`src/rtl/bcd_pkg.sv`:
```
// bcd_pkg: shared constants and helpers for the BCD scan counter.
//
// Contents:
//   BCD_MAX        largest legal BCD digit (9)
//   BCD_MIN        smallest legal BCD digit (0)
//   bcd_sanitize   maps a nibble greater than 9 to 0, passes 0..9 through
package bcd_pkg;

  localparam logic [3:0] BCD_MAX = 4'd9;
  localparam logic [3:0] BCD_MIN = 4'd0;

  function automatic logic [3:0] bcd_sanitize(input logic [3:0] nibble);
    return (nibble > BCD_MAX) ? BCD_MIN : nibble;
  endfunction

endpackage

```
`src/rtl/bcd_digit.sv`:
```
// bcd_digit: one decade of the BCD up/down counter.
//
// Ports:
//   clk, rst_n  clock and asynchronous active-low reset
//   load        synchronous load strobe; wins over step
//   load_nib    nibble to load; values above 9 load as 0
//   step        advance this digit by one in direction up
//   up          1 = increment, 0 = decrement (only looked at when step is set)
//   q           current digit value
//   wrap        combinational: step is set and the digit is about to roll
//               over (9 going up, 0 going down); feeds the next digit's step
module bcd_digit
  import bcd_pkg::*;
(
  input  logic       clk,
  input  logic       rst_n,
  input  logic       load,
  input  logic [3:0] load_nib,
  input  logic       step,
  input  logic       up,
  output logic [3:0] q,
  output logic       wrap
);

  assign wrap = step && (up ? (q == BCD_MAX) : (q == BCD_MIN));

  always_ff @(posedge clk or negedge rst_n) begin
    if (!rst_n) begin
      q <= BCD_MIN;
    end else if (load) begin
      q <= bcd_sanitize(load_nib);
    end else if (step) begin
      if (up) begin
        q <= (q == BCD_MAX) ? BCD_MIN : q + 4'd1;
      end else begin
        q <= (q == BCD_MIN) ? BCD_MAX : q - 4'd1;
      end
    end
  end

endmodule

```
`src/rtl/bcd_scan_counter.sv`:
```
// bcd_scan_counter: multi-digit BCD up/down counter with a tick prescaler
// and a time-multiplexed digit scanner for a shared-segment display.
//
// Parameters:
//   DIGITS    number of BCD digits (1..8)
//   TICK_DIV  clock cycles per count step (>= 2)
//   SCAN_DIV  clock cycles per scan slot (>= 2)
//
// Ports:
//   clk, rst_n  clock and asynchronous active-low reset
//   en          count enable; low freezes prescaler and count
//   up          count direction, sampled on the tick cycle only
//   load        synchronous load strobe (beats a coincident tick)
//   load_val    BCD value to load, digit 0 in the LSBs
//   count       current BCD count
//   carry       one-cycle pulse coincident with a full wrap of count
//   scan_bcd    nibble of the digit currently selected
//   scan_sel    one-hot active-low digit enable
module bcd_scan_counter
  import bcd_pkg::*;
#(
  parameter int DIGITS   = 2,
  parameter int TICK_DIV = 50_000,
  parameter int SCAN_DIV = 1_000
) (
  input  logic                clk,
  input  logic                rst_n,
  input  logic                en,
  input  logic                up,
  input  logic                load,
  input  logic [4*DIGITS-1:0] load_val,
  output logic [4*DIGITS-1:0] count,
  output logic                carry,
  output logic [3:0]          scan_bcd,
  output logic [DIGITS-1:0]   scan_sel
);

  localparam int PW = $clog2(TICK_DIV);
  localparam int SW = $clog2(SCAN_DIV);
  localparam int IW = (DIGITS > 1) ? $clog2(DIGITS) : 1;

  if (DIGITS < 1 || DIGITS > 8) begin : g_bad_digits
    $error("bcd_scan_counter: DIGITS must be 1..8");
  end
  if (TICK_DIV < 2) begin : g_bad_tick
    $error("bcd_scan_counter: TICK_DIV must be >= 2");
  end
  if (SCAN_DIV < 2) begin : g_bad_scan
    $error("bcd_scan_counter: SCAN_DIV must be >= 2");
  end

  // ---------------------------------------------------------------------
  // Prescaler
  // ---------------------------------------------------------------------
  logic [PW-1:0] pcnt;
  logic          tick;

  assign tick = en && (pcnt == PW'(TICK_DIV - 1));

  always_ff @(posedge clk or negedge rst_n) begin
    if (!rst_n) begin
      pcnt <= '0;
    end else if (load) begin
      // A load restarts the step interval, even with en low.
      pcnt <= '0;
    end else if (en) begin
      pcnt <= tick ? '0 : pcnt + PW'(1);
    end
  end

  // ---------------------------------------------------------------------
  // Digit chain: each digit steps only when every lower digit is wrapping
  // on this tick, which gives the decimal ripple in both directions.
  // ---------------------------------------------------------------------
  logic [DIGITS-1:0] step;
  logic [DIGITS-1:0] wrap;

  assign step[0] = tick;

  for (genvar k = 1; k < DIGITS; k++) begin : g_step
    assign step[k] = tick && wrap[k-1];
  end

  for (genvar k = 0; k < DIGITS; k++) begin : g_digit
    bcd_digit u_digit (
      .clk      (clk),
      .rst_n    (rst_n),
      .load     (load),
      .load_nib (load_val[4*k +: 4]),
      .step     (step[k]),
      .up       (up),
      .q        (count[4*k +: 4]),
      .wrap     (wrap[k])
    );
  end

  // ---------------------------------------------------------------------
  // Carry: all digits wrapping at once means the whole count rolls over.
  // The load term keeps a coincident tick from pulsing carry when the
  // load has already overridden the step.
  // ---------------------------------------------------------------------
  always_ff @(posedge clk or negedge rst_n) begin
    if (!rst_n) begin
      carry <= 1'b0;
    end else begin
      carry <= !load && (&wrap);
    end
  end

  // ---------------------------------------------------------------------
  // Scanner: free-running, independent of en and load.
  // scan_sel and scan_bcd are registered from the next slot index so that
  // scan_sel always equals ~(1 << sidx) and both outputs move on the same
  // edge; scan_bcd samples the count register, hence one cycle behind it.
  // ---------------------------------------------------------------------
  logic [SW-1:0] scnt;
  logic [IW-1:0] sidx;
  logic [IW-1:0] sidx_next;
  logic          scan_wrap;
  logic [3:0]    sel_nib;

  assign scan_wrap = (scnt == SW'(SCAN_DIV - 1));

  always_comb begin
    sidx_next = sidx;
    if (scan_wrap) begin
      sidx_next = (sidx == IW'(DIGITS - 1)) ? '0 : sidx + IW'(1);
    end
  end

  always_comb begin
    sel_nib = '0;
    for (int k = 0; k < DIGITS; k++) begin
      if (sidx_next == IW'(k)) begin
        sel_nib = count[4*k +: 4];
      end
    end
  end

  always_ff @(posedge clk or negedge rst_n) begin
    if (!rst_n) begin
      scnt     <= '0;
      sidx     <= '0;
      scan_bcd <= BCD_MIN;
      scan_sel <= ~DIGITS'(1);
    end else begin
      scnt     <= scan_wrap ? '0 : scnt + SW'(1);
      sidx     <= sidx_next;
      scan_bcd <= sel_nib;
      scan_sel <= ~(DIGITS'(1) << sidx_next);
    end
  end

endmodule

```
`config.mk`:
```
export PLATFORM = sky130hd
export DESIGN_NAME = bcd_scan_counter
export DESIGN_NICKNAME = d
export VERILOG_FILES = /design/src/rtl/bcd_pkg.sv /design/src/rtl/bcd_digit.sv /design/src/rtl/bcd_scan_counter.sv
export SDC_FILE = /design/constraint.sdc
export NUM_CORES = 1
export LEC_CHECK = 0
export CORE_UTILIZATION = 39
export DETAILED_ROUTE_END_ITERATION = 7
export SYNTH_ARGS = -nofsm -noshare
export SYNTH_HDL_FRONTEND = slang
export SYNTH_SLANG_ARGS = --single-unit
```
`constraint.sdc`:
```
create_clock -name clk -period 2.5 [get_ports clk]
set_clock_uncertainty 0.15 [all_clocks]
set_input_delay 0.5 -clock clk [delete_from_list [all_inputs] [get_ports clk]]
set_output_delay 0.5 -clock clk [all_outputs]
set_load 0.02 [all_outputs]
```
# After elaboration in Yosys (flattened, before gate mapping)
# Index checks and enable logic that the tools add are counted.
[word_totals]
ff_bits = 42
in_bits = 13
output_inout_bits = 15
word_cells = 56
[classes]
addsub = 7
magnitude_cmp = 2
eq_ne = 4
shift = 1
muxes = 21
bitwise_logic = 1
reduce_logical = 12
[op_table]
columns = ["operator", "n"]
rows = [
  ["4-bit two-way mux", 13],
  ["16-bit two-way mux", 3],
  ["16-bit by 1-bit adder with 16-bit output, second input constant", 1],
  ["16-bit == test, second input constant", 1],
  ["10-bit by 1-bit adder with 10-bit output, second input constant", 1],
  ["10-bit == test, second input constant", 1],
  ["10-bit two-way mux", 1],
  ["4-bit by 1-bit adder with 4-bit output, second input constant", 2],
  ["4-bit == test, second input constant", 2],
  ["4-bit > comparator, second input constant", 2],
  ["4-bit logical NOT", 2],
  ["4-bit by 1-bit subtractor with 4-bit output, second input constant", 2],
  ["2-bit nonzero test", 3],
  ["1-bit logical AND", 5],
  ["1-bit two-way mux", 4],
  ["2-bit inverter", 1],
  ["2-bit AND reduction", 1],
  ["1-bit by 1-bit << shifter with 2-bit output, first input constant", 1],
  ["1-bit adder, second input constant", 1],
  ["1-bit logical NOT", 1],
]

# Longest topological paths before layout
# Gate-level depths: netlist of the first run.
[depth]
word_depth = 7
depth_mapped = 7

# Modules after synthesis
# Synthesis of the first run repeated with hierarchy kept, for this count alone.
[unflattened]
cells_unflattened = 233
hier_area_um2 = 2404.8
[by_module_without_submodules]
columns = ["mod", "instances", "cells_each", "area_each_um2"]
rows = [
  ["bcd_scan_counter", 1, 153, 1721.7],
  ["bcd_digit", 2, 40, 341.6],
]

# Worst setup path after synthesis of the first run
# Ideal clock, no wire load.
[synth_timing]
path_type = "reg-to-reg"
start = "register pcnt[13]"
end = "register g_digit[1].u_digit.q[1]"
setup_time_ps = 132
arrival_ps = 1978
path_slack_ps = 240
path_stages_with_launch = 7
path_buffers = 1
period_less_slack_ps = 2260
cell_sequence = "dfrtp_1 -> or4_4 -> or4_1 -> buf_6 -> nor2_8 -> mux2i_1 -> o21ai_1"
[synth_between]
elab_chain_len = 5
[synth_rtl]
columns = ["item", "line_no", "text"]
rows = [
  ["from (decl)", "bcd_scan_counter.sv:55", "logic [PW-1:0] pcnt;"],
  ["from (signal assigned)", "bcd_scan_counter.sv:67", "pcnt <= tick ? '0 : pcnt + PW'(1);"],
  ["16-bit == test *", "bcd_scan_counter.sv:58", "assign tick = en && (pcnt == PW'(TICK_DIV - 1));"],
  ["1-bit logical AND *", "bcd_scan_counter.sv:58", ""],
  ["1-bit logical AND", "bcd_digit.sv:25", "assign wrap = step && (up ? (q == BCD_MAX) : (q == BCD_MIN));"],
  ["1-bit logical AND *", "bcd_scan_counter.sv:81", "assign step[k] = tick && wrap[k-1];"],
  ["2-bit nonzero test (no source line) *", "--", ""],
  ["to (signal assigned)", "bcd_digit.sv:31", "q <= bcd_sanitize(load_nib);"],
  ["to (signal assigned)", "bcd_digit.sv:34", "q <= (q == BCD_MAX) ? BCD_MIN : q + 4'd1;"],
  ["to (signal assigned)", "bcd_digit.sv:36", "q <= (q == BCD_MIN) ? BCD_MAX : q - 4'd1;"],
  ["to (decl)", "bcd_digit.sv:21", "output logic [3:0] q,"],
]
# Every way passes the cells marked *; elsewhere a longest branch is shown, timed or not.
# A chain may end at the register's enable or synchronous reset.

# Worst setup path in the final report of the first run
# Ends and elaborated chain as after synthesis.

==> results of run 1 <==
metrics by stage:
step	cell area, um2	total power [mW]
after floorplan	2307	0.8334
after global placement	2718	0.9367
after detailed placement	2718	0.9385
after CTS	2851	1.578
after global routing	2851	1.632
final	2851	1.557
layout make-up:
class / instances / share of cell area [%]
Clock inverter: 3 / 2.282
Timing Repair Buffer: 43 / 13.95
Clock buffer: 5 / 2.413
Sequential cell: 41 / 36.02
Tap cell: 72 / 3.159
Multi-Input combinational cell: 194 / 41.51
Inverter: 5 / 0.6582
state kept, by name (all words and copies together) (netlist names):
name and cells:
carry 1, scan_bcd 4, pcnt 16, scnt 10, g_digit.u_digit.q 8, scan_sel 2
power breakdown:
part           leakage, nW  switching, mW  total, mW  internal (mW)
sequential           0.535         0.0291      0.711          0.682
combinational        0.568          0.111      0.213          0.102
clock               0.0681          0.237      0.633          0.397
total                 1.17          0.377       1.56           1.18
worst paths after layout:
check	startpoint	to	slack, ns	cells past startpoint
max	pcnt[13]	g_digit[1].u_digit.q[1]	0.13	6
min	rst_n	scan_bcd[1]	0.10	2
max reg2reg	pcnt[13]	g_digit[1].u_digit.q[1]	0.13	6
min reg2reg	scnt[0]	scnt[0]	0.31	1
max in group asynchronous	rst_n	pcnt[9]	1.73	2
min in group clk	scnt[0]	scnt[0]	0.31	1
kinds of logic after synthesis:
group	after synthesis
xor gates and xnor gates	21
and+or+nand+nor	113
DFF	41
AOI/OAI and AO/OA	51
buffers and inverters	21
adders and majority gates	2
muxes	7
cells in the final DEF (no fill, tap or decap), drive strengths merged, types with 3 or more instances in the layout:
master	n
dfrtp	40
nor2	31
o21ai	27
clkdlybuf4s50	26
nand2	18
buf	17
nand3	16
a21oi	13
xor2	12
nor3	11
xnor2	9
nand4	5
clkbuf	5
inv	5
nor4	5
nand3b	4
nand2b	4
nand4b	4
mux2	4
nor2b	3
and3	3
mux2i	3
worst max-delay path, cell delays in order (launching register included):
cell,delay [ns]
dfrtp_1,0.43
or4_4,0.56
or4_1,0.51
buf_4,0.19
nor2_8,0.15
mux2i_1,0.20
o21ai_1,0.07
per-layer routing:
metal	up-vias	routed length, um	track usage [%]
met5	-	0	0
met2	27	2129	27.13
met4	0	78	6.545
met3	6	122	3.678
met1	899	2576	25.75
li1	969	-	-
==> reports/metrics.yaml, run 1 <==
clkLatencyLatePin_ns: 0.29
crit_type: "reg -> reg"
setup-violations-final: 0
synthSimpleGateAreaFrac_pct: 26.52
dr.pass1.iters: 4
drt_iter0_markers: 117
post_drt_wl_per_cell_um: 13.52
synth_cells: 256
rsz0062_at_grt: "no"
core_um2: 5608
async_flop_share_pct: 100.0
instances_no_fill: 363
routed_via_density: 5.237
row_count: 27
worstPathArrival_ns: 2.41
synthAdderAreaFrac_pct: 1.085
area.sequential_um2: 1027
required_ns: 2.53
diodes: 0
vdd_drop_max_mv: 0.2178
worst_pin_slew_ns: 0.5243
initial_utilization_pct: 41.14
pre_cts_ws_ns: 0.07627
vias: 1901
cts-root-buf: "clkbuf_8"
fin_nets: 305
setup_slack_ns: 0.1254
overflow: 0
post_cts_buffers: 0
leakage_nw: 1.171
grt_pass1_vias: 1787
ys.flop_type: "dfrtp_1"
finalSetupTns_ns: 0
synth_xor_area_share_pct: 7.972
syn2layout_area_growth_pct: 23.59
synth_top_family_by_area: "simple AND/OR/NAND/NOR gates"
dp_cells: 355
wl_um: 4906
ys_ff_latch: 41
ctsResizeCount: 0
worst-path-max-fanout: 9
fin_util_pct: 50.85
portBuffers: 27
drive_above_1_share_pct: 11.34
yosysTopAreaCell: "dfrtp_1"
yosysWarningCount: 0
boundaryPins: 28
hold_buffers: 0
cts_tree: "done"
synthDistinctLibCells: 46
antenna_found_initial: 0
crit_path_end_kind: "flop"
synth_edf_count: 0
die_x_um: 78.92
multiInputGateArea_um2: 1184
syn_avg_cell_area_um2: 9.013
fillers: 552
syn-cell-area_um2: 2307
setup.worst_path.start_class: "flop"
muxShareOfSynthArea_pct: 3.254
numCtsBuffers: 5
status: "completed"
die-height_um: 78.92
syn_nets: 271
grt.total_usage_pct: 18.09
yosysTopAreaCellShare_pct: 43.38
yosysMostFrequentCell: "dfrtp_1"
ant_nets: 0
maxCapViolations: 0
h-tree-depth: 2
grt_first_pass_wirelength_um: 8659
cts_sinks: 41
hold_class: "in -> async"
fmax_ghz: 0.4211
cts.reportedPaths.clkPinSlew_ns: 0.08
fin_crit_ns: 2.375
holdWs_ns: 0.1036
synth_common_cells: "dfrtp_1 (40), nor2_1 (30), nand2_1 (18), nand3_1 (16), o21ai_0 (15)"
hpwlAfterDp_um: 3368
grt_start_max_net_pins: 42
fin_crit_sh_pct: 94.99
hold_violations: 0
yosys-top-cells-area: "dfrtp_1 (43%), nor2_1 (4.9%), xor2_1 (4.6%), nand3_1 (3.5%), xnor2_1 (3.4%)"
die_area_um2: 6228
cts_max_path_buffers: 2
seq_area_frac_synth_pct: 44.52
place_congestion: 0.7944
route.detailed.drc: 0
drv_slew: 0
maxSlewHeadroom_pct: 65.05
power_density_nw_per_um2: 546.2
synth_compound_area_share_pct: 12.47
Power figures use the tool's default switching activity.
==> run 2, diff against run 1 <==
Settings changed: ABC_AREA from default to 1.
==> reports/metrics.yaml, run 2 <==
status: "completed"
async_flop_share_pct: 100.0
yosysTopAreaCell: "dfrtp_1"
wl_met2_um: 2454
cp_top_family: "buffers and inverters"
post_cts_buffers: 0
area.sequential_um2: 1027
path_buf_inv: 1
leakage_nw: 1.417
setup.worst_path.start_class: "flop"
worst_pin_slew_ns: 0.5083
h-tree-depth: 2
worst-path-max-fanout: 9
instances_no_fill: 444
fin_crit_sh_pct: 87.67
yosysMostFrequentCell: "nand2_1"
hold_violations: 0
vias: 2199
synthDistinctLibCells: 34
syn-cell-area_um2: 2437
post_drt_wl_per_cell_um: 12.68
reg2regPathDepth: 8
required_ns: 1.85
largest_registers: "pcnt (16), scnt (10), g_digit.u_digit.q (8)"
vdd_drop_max_mv: 0.4192
synth_edf_count: 0
multiInputGateArea_um2: 1236
cts.reportedPaths.clkPinSlew_ns: 0.08
synth_cells: 335
slowest_stage: "clkdlybuf4s50_1"
crit_path_end_kind: "primary output"
syn_nets: 350
antenna_found_initial: 0
dp_cells: 436
crit_path_max_incr_delay_ns: 0.68
crit_chain: "clkdlybuf4s50_1"
place_congestion: 0.8071
largest_reg_flops: 16
final_area_um2: 2928
drv_slew: 0
portBuffers: 27
ant_nets: 0
initial_utilization_pct: 40.69
drt-met1-wl_um: 2927
cts_max_path_buffers: 2
fin_crit_ns: 2.192
holdWs_ns: 0.01018
syn_avg_cell_area_um2: 7.276
worstSetupPathDepth: 1
hold_class: "in -> async"
die_x_um: 81.06
crit_type: "reg -> out"
routed_via_density: 4.953
boundaryPins: 28
hpwlAfterDp_um: 4228
layout_common_cells: "nand2_1 (106), nor2_1 (41), dfrtp_1 (40)"
synth_common_cells: "nand2_1 (106), nor2_1 (41), dfrtp_1 (40), inv_1 (36), nand3_1 (34)"
fmax_ghz: 0.4563
drive_above_1_share_pct: 9.214
ys_ff_latch: 41
grt_start_max_net_pins: 22
cts-root-buf: "clkbuf_8"
place_area_um2: 2811
power.total_mw: 1.641
clkLatencyLatePin_ns: 0.30
drt_iter0_markers: 169
numCtsBuffers: 5
hold_buffers: 0
die-height_um: 81.06
top_register: "pcnt"
yosysWarningCount: 0
grt_pass1_vias: 2029
yosysTopAreaCellShare_pct: 41.07
rsz0062_at_grt: "no"
finalSetupTns_ns: 0
cts_sinks: 41
grt.total_usage_pct: 19.64
maxSlewHeadroom_pct: 66.11
worstPathArrival_ns: 1.54
power_density_nw_per_um2: 560.6
core_um2: 5991
seq_area_frac_synth_pct: 42.15
maxCapViolations: 0
fin_nets: 383
met3_length_um: 174
grt_first_pass_wirelength_um: 9653
wl_um: 5630
routed.top_layer: "met4"
die_area_um2: 6570
overflow: 0
diodes: 0
setup-violations-final: 0
syn2layout_area_growth_pct: 20.12
ys.flop_type: "dfrtp_1"
cts_tree: "done"
dr.pass1.iters: 4
fillers: 596
route.detailed.drc: 0
ctsResizeCount: 0
yosys-top-cells-area: "dfrtp_1 (41%), nand2_1 (16%), nand3_1 (7.0%), nor2_1 (6.3%), inv_1 (5.5%)"
final_common_cell: "nand2_1"
row_count: 28
-- run 2: per-layer routing --
| layer | up-vias | global-route usage [%] |
|---|---|---|
| li1 | 1131 | - |
| met1 | 1013 | 29.45 |
| met4 | 0 | 8.571 |
| met2 | 49 | 27.14 |
| met3 | 6 | 3.483 |
| met5 | - | 0 |
-- run 2: worst paths after layout --
kind	startpoint	endpoint	slack (ns)
hold reg to reg	pcnt[0]	pcnt[0]	0.37
setup reg to reg	pcnt[0]	pcnt[11]	0.68
max in group asynchronous	rst_n	scan_sel[1]	1.62
min in group clk	pcnt[0]	pcnt[0]	0.37
setup / recovery	g_digit[1].u_digit.q[0]	count[4]	0.31
hold / removal	rst_n	pcnt[3]	0.01
-- run 2: logic make-up (layout without fill, tap and decap cells) --
kind of cell / count (synthesis) / count (layout) / share of synthesized area, %
buf+inv: 43 / 77 / 7.135
compound gates: 28 / 28 / 6.571
fa+ha+maj: 2 / 2 / 1.027
xor+xnor: 10 / 10 / 4.672
simple gates: 210 / 210 / 38.04
mux: 1 / 1 / 0.4107
flops: 41 / 41 / 42.15
-- run 2: layout make-up --
type | count | share of cell area (%)
clock inverters | 1 | 1.026
flip-flops and latches | 41 | 35.09
well taps | 75 | 3.205
clock buffers | 7 | 2.949
repair buffers | 32 | 10.77
multi-input cells | 251 | 42.22
inverters | 37 | 4.744
-- run 2: where the power goes --
| part | internal, mW | switching (mW) | total [mW] |
|---|---|---|---|
| Clock | 0.326 | 0.238 | 0.564 |
| Combinational | 0.139 | 0.196 | 0.335 |
| Sequential | 0.693 | 0.0497 | 0.743 |
-- run 2: stage by stage --
| stage | util (%) | setup WS (ns) |
|---|---|---|
| after floorplan | - | 0.9601 |
| after global placement | 46.93 | 0.4378 |
| after detailed placement | 46.93 | 0.3842 |
| after CTS | 48.87 | 0.3146 |
| after global routing | 48.87 | 0.2402 |
| final | 48.87 | 0.3083 |
==> run 3, diff against run 2 <==
Settings changed: ABC_CLOCK_PERIOD_IN_PS from default to 2500, SLEW_MARGIN from default to 20.
==> results of run 3 <==
The final DEF is identical to that of run 2; final timing and power are the same.
